**config.mk**
```make
export PLATFORM = sky130hd
export DESIGN_NAME = guess_input_capture
export DESIGN_NICKNAME = d
export VERILOG_FILES = /design/src/rtl/guess_input_capture.sv
export SDC_FILE = /design/constraint.sdc
export NUM_CORES = 1
export LEC_CHECK = 0
export CELL_PAD_IN_SITES_DETAIL_PLACEMENT = 0
export CELL_PAD_IN_SITES_GLOBAL_PLACEMENT = 1
export CORE_ASPECT_RATIO = 2
export CORE_MARGIN = 2
export CORE_UTILIZATION = 40
export CTS_CLUSTER_DIAMETER = 150
export DETAILED_ROUTE_END_ITERATION = 10
export GPL_ROUTABILITY_DRIVEN = 0
export PLACE_DENSITY = 0.69
export SYNTH_ARGS = -nofsm -noshare
export SYNTH_HDL_FRONTEND = slang
export SYNTH_SLANG_ARGS = --single-unit
export TNS_END_PERCENT = 10
```
**constraint.sdc**
```tcl
create_clock -name clk -period 6.17 [get_ports clk]
set_input_delay 1.234 -clock clk [delete_from_list [all_inputs] [get_ports clk]]
set_output_delay 1.234 -clock clk [all_outputs]
set_load 0.02 [all_outputs]
```
**src/rtl/guess_input_capture.sv**
```systemverilog
`default_nettype none
// ============================================================================
// Module      : guess_input_capture
// Description : Synchronises and debounces the gameplay buttons, detects press
//               events and turns them into a one-hot guess on a valid/ack
//               handshake.
// Revision    : 1.0 - initial release
// ============================================================================
module guess_input_capture #(
    parameter int NUM_BUTTONS     = 8,
    parameter int DEBOUNCE_CYCLES = 500000,
    parameter int CNT_W           = 19
) (
    input  logic                   clk,
    input  logic                   reset,
    input  logic                   enable,
    input  logic [NUM_BUTTONS-1:0] buttons_n,
    input  logic                   guess_ack,
    output logic [NUM_BUTTONS-1:0] guess,
    output logic                   guess_valid,
    output logic [NUM_BUTTONS-1:0] pressed,
    output logic                   multi_press,
    output logic                   overrun
);

    localparam logic [CNT_W-1:0] c_cnt_max = CNT_W'(DEBOUNCE_CYCLES - 1);

    localparam logic [1:0] c_st_idle         = 2'd0;
    localparam logic [1:0] c_st_pending      = 2'd1;
    localparam logic [1:0] c_st_release_wait = 2'd2;

    logic [NUM_BUTTONS-1:0] r_sync1;
    logic [NUM_BUTTONS-1:0] r_sync2;
    logic [NUM_BUTTONS-1:0] w_s;
    logic [NUM_BUTTONS-1:0] w_db;
    logic [NUM_BUTTONS-1:0] r_db_d;
    logic [NUM_BUTTONS-1:0] w_ev;
    logic [NUM_BUTTONS-1:0] w_winner;
    logic                   w_multi;

    logic [1:0]             r_state;
    logic [NUM_BUTTONS-1:0] r_guess;
    logic                   r_valid;
    logic                   r_multi;
    logic                   r_overrun;

    // Buttons are active-low; the chain resets to "released".
    always_ff @(posedge clk or posedge reset) begin
        if (reset) begin
            r_sync1 <= '1;
            r_sync2 <= '1;
        end else begin
            r_sync1 <= buttons_n;
            r_sync2 <= r_sync1;
        end
    end

    assign w_s = ~r_sync2;

    generate
        for (genvar gi = 0; gi < NUM_BUTTONS; gi++) begin : g_debounce
            logic [CNT_W-1:0] r_cnt;
            logic             r_level;

            always_ff @(posedge clk or posedge reset) begin
                if (reset) begin
                    r_cnt   <= '0;
                    r_level <= 1'b0;
                end else if (w_s[gi] == r_level) begin
                    r_cnt <= '0;
                end else if (r_cnt == c_cnt_max) begin
                    r_level <= ~r_level;
                    r_cnt   <= '0;
                end else begin
                    r_cnt <= r_cnt + CNT_W'(1);
                end
            end

            assign w_db[gi] = r_level;
        end
    endgenerate

    always_ff @(posedge clk or posedge reset) begin
        if (reset) begin
            r_db_d <= '0;
        end else begin
            r_db_d <= w_db;
        end
    end

    // Lowest set bit wins; any other simultaneous press is discarded.
    assign w_ev     = w_db & ~r_db_d;
    assign w_winner = w_ev & (~w_ev + NUM_BUTTONS'(1));
    assign w_multi  = |(w_ev & (w_ev - NUM_BUTTONS'(1)));

    always_ff @(posedge clk or posedge reset) begin
        if (reset) begin
            r_state   <= c_st_idle;
            r_guess   <= '0;
            r_valid   <= 1'b0;
            r_multi   <= 1'b0;
            r_overrun <= 1'b0;
        end else begin
            r_multi <= w_multi;
            if ((|w_ev) && (r_state != c_st_idle)) begin
                r_overrun <= 1'b1;
            end
            case (r_state)
                c_st_idle: begin
                    if (enable && (|w_ev)) begin
                        r_guess <= w_winner;
                        r_valid <= 1'b1;
                        r_state <= c_st_pending;
                    end
                end
                c_st_pending: begin
                    // Losing enable discards the guess exactly like an ack does.
                    if (!enable || guess_ack) begin
                        r_guess <= '0;
                        r_valid <= 1'b0;
                        r_state <= c_st_release_wait;
                    end
                end
                c_st_release_wait: begin
                    if (w_db == '0) begin
                        r_state <= c_st_idle;
                    end
                end
                default: begin
                    r_guess <= '0;
                    r_valid <= 1'b0;
                    r_state <= c_st_idle;
                end
            endcase
        end
    end

    assign guess       = r_guess;
    assign guess_valid = r_valid;
    assign pressed     = w_db;
    assign multi_press = r_multi;
    assign overrun     = r_overrun;

endmodule
`default_nettype wire

```
==> reports/metrics.yaml <==
core.rowCount: 78
cts_setup_buffers: 0
num_vias: 6165
fin_util_pct: 45.37
finalSetupViolations: 0
netlist.area_leader.share_pct: 49.55
coreArea_sq_um: 22540
cts_root_buffer: "clkbuf_16"
critical_path_buf_inv_count: 1
synth_cells: 904
synthTopCellsByArea: "dfrtp_1 (50%), xor2_1 (8.6%), nor2_1 (8.2%), xnor2_1 (5.2%), dfstp_2 (4.6%)"
synth_compound_area_share_pct: 0.9718
area_growth_pct: 11.89
synth_commonest_cells: "nor2_1 (199), dfrtp_1 (181), xor2_1 (90)"
cts_tree: "yes"
clock_tree.buffer_depth: 2
htree_num_levels: 4
status: "completed"
netlist_area_sq_um: 9141
grt_pass1_wl_microns: 31100
tightest_slew_ns: 1.054
ys_dominant_reg_cell: "dfrtp_1"
yosysTopAreaCell: "dfrtp_1"
endpoint_kind: "output port"
initial_core_util_pct: 40.55
critPathKind: "flip-flop to output port"
ios: 31
overflow: 0
synth_edf_count: 0
arrival_ns: 1.55
holdWs_ns: 0.3576
maxSlewViolCount: 0
irDropWorstVdd_mv: 0.1415
grtUsageTotal_pct: 15.93
yosysUniqueCellTypes: 46
viasPerCell: 5.062
drc_errors: 0
wl_met1_microns: 7487
hold_viol: 0
synthArstFlopShare_pct: 100.0
synthAdderAreaFrac_pct: 1.314
timing.final.ws_setup_ns: 3.385
cts.clk_slew.worst_paths_ns: 0.07
portBuffers: 30
die_h_microns: 217.8
syn-num-nets: 924
finalClockSkew_ns: 0.01006
dp_hpwl_microns: 12140
p_leak_nw: 4.314
ys_ff_latch: 197
fmax_mhz: 359.1
relSlewSlack_pct: 29.73
fp.dieW_microns: 110.9
wirelength_microns: 17720
slowest_stage: "clkdlybuf4s50_1"
cp_top_family: "buffers and inverters"
p_per_area_nw_per_um2: 244.1
synthXorXnorAreaFrac_pct: 13.80
synth.most_common_cell: "nor2_1"
place_ws_ns: 3.152
seq_area_frac_synth_pct: 54.15
cp-start-kind: "flip-flop"
met2WireLength_microns: 9363
first_global_vias: 6494
antenna_cells: 0
cts_sinks: 197
cts-buffers-inserted: 17
wl_per_cell_microns: 14.55
final.fill_count: 2206
clock_latency_ns: 0.43
crit_fanout: 6
tns_ns: 0
grt_max_degree: 165
cp_cell_sequence: "clkdlybuf4s50_1"
synth.avg_cell_area_sq_um: 10.11
synthMuxAreaShare_pct: 1.944
crit_path_max_incr_delay_ns: 0.69
hold_buffers: 0
dieArea_sq_um: 24150
maxCapViolCount: 0
synth_top_family_by_area: "simple AND/OR/NAND/NOR gates"
min_period_ns: 2.785
wl_met3_microns: 416
drtIter0Drc: 194
antenna_found_initial: 0
yosys_warnings: 0
min_period_over_period_pct: 45.14
synth_simple_gate_area_share_pct: 24.69
drive_gt1_share_pct: 7.356
hold_class: "flip-flop to flip-flop"
ant_nets: 0
routed.top_layer: "met4"
rsz0062_at_grt: "no"
ctsResizeCount: 0
firstDrtPassIters: 4
required_ns: 4.94
finish.net_count: 946
where the power goes:
part           internal (mW)  total, mW  switching [mW]
Combinational         0.0233     0.0779          0.0546
Sequential              1.31       1.33          0.0162
Clock                  0.606       1.09           0.484
Total                   1.94       2.50           0.555
final timing paths:
kind,startpoint,endpoint,slack (ns),cells past startpoint
max,g_debounce[2].r_level$_DFFE_PP0P_,pressed[2],3.39,1
min,r_sync1[4]$_DFF_PP1_,r_sync2[4]$_DFF_PP1_,0.36,0
max reg2reg,g_debounce[4].r_cnt[0]$_DFF_PP0_,g_debounce[4].r_cnt[11]$_DFF_PP0_,3.96,6
max in group asynchronous,reset,r_sync2[7]$_DFF_PP1_,3.58,4
min reg2reg,r_sync1[4]$_DFF_PP1_,r_sync2[4]$_DFF_PP1_,0.36,0
min in group asynchronous,reset,g_debounce[6].r_cnt[11]$_DFF_PP0_,1.28,3
cells by family (layout without fill, tap and decap cells):
family          count (synthesis)  in the layout
mux                            15             15
fa+ha+maj                      10             10
compound gates                 14             14
buf+inv                        60             94
flops                         197            197
xor+xnor                      144            144
simple gates                  464            464
routing by layer:
layer  vias to the layer above  track usage [%]
li1                       3044                -
met1                      3033            18.52
met2                        65            28.47
met3                        23            3.446
met4                         0            6.375
met5                         -                0
sequential cells by signal, summed over array words and instances (netlist names):
signal and flops:
g_debounce.r_cnt 152, g_debounce.r_level 8, guess 8, r_db_d 8, r_sync1 8, r_sync2 8, r_state 2, guess_valid 1
multi_press 1, overrun 1
per-stage QoR:
stage | power (mW) | instance area [sq um] | cells
floorplan | 1.409 | 9145 | 904
global placement | 1.435 | 9653 | 1187
detailed placement | 1.436 | 9653 | 1187
CTS | 2.545 | 10230 | 1218
global route | 2.611 | 10230 | 1218
finish | 2.497 | 10230 | 1218
final cells by class:
type	count	area, sq um	share of cell area [%]
Multi-Input combinational cell	647	3905	38.18
Clock inverter	12	132.6	1.297
Tap cell	280	350.3	3.425
Timing Repair Buffer	32	327.8	3.205
Inverter	31	120.1	1.174
Sequential cell	197	4950	48.39
Clock buffer	19	442.9	4.330
cell usage in the layout, fill, tap and decap left out, types with 16 or more instances in the layout:
cell type and n:
nor2_1 199, dfrtp_1 181, xor2_1 90, nand3_1 67, nand2_1 60, xnor2_1 54
nand4_1 36, inv_1 30, clkdlybuf4s50_1 30, nor3_1 24, clkbuf_16 17, dfstp_2 16
No activity file was read; power rests on OpenSTA's default activity.
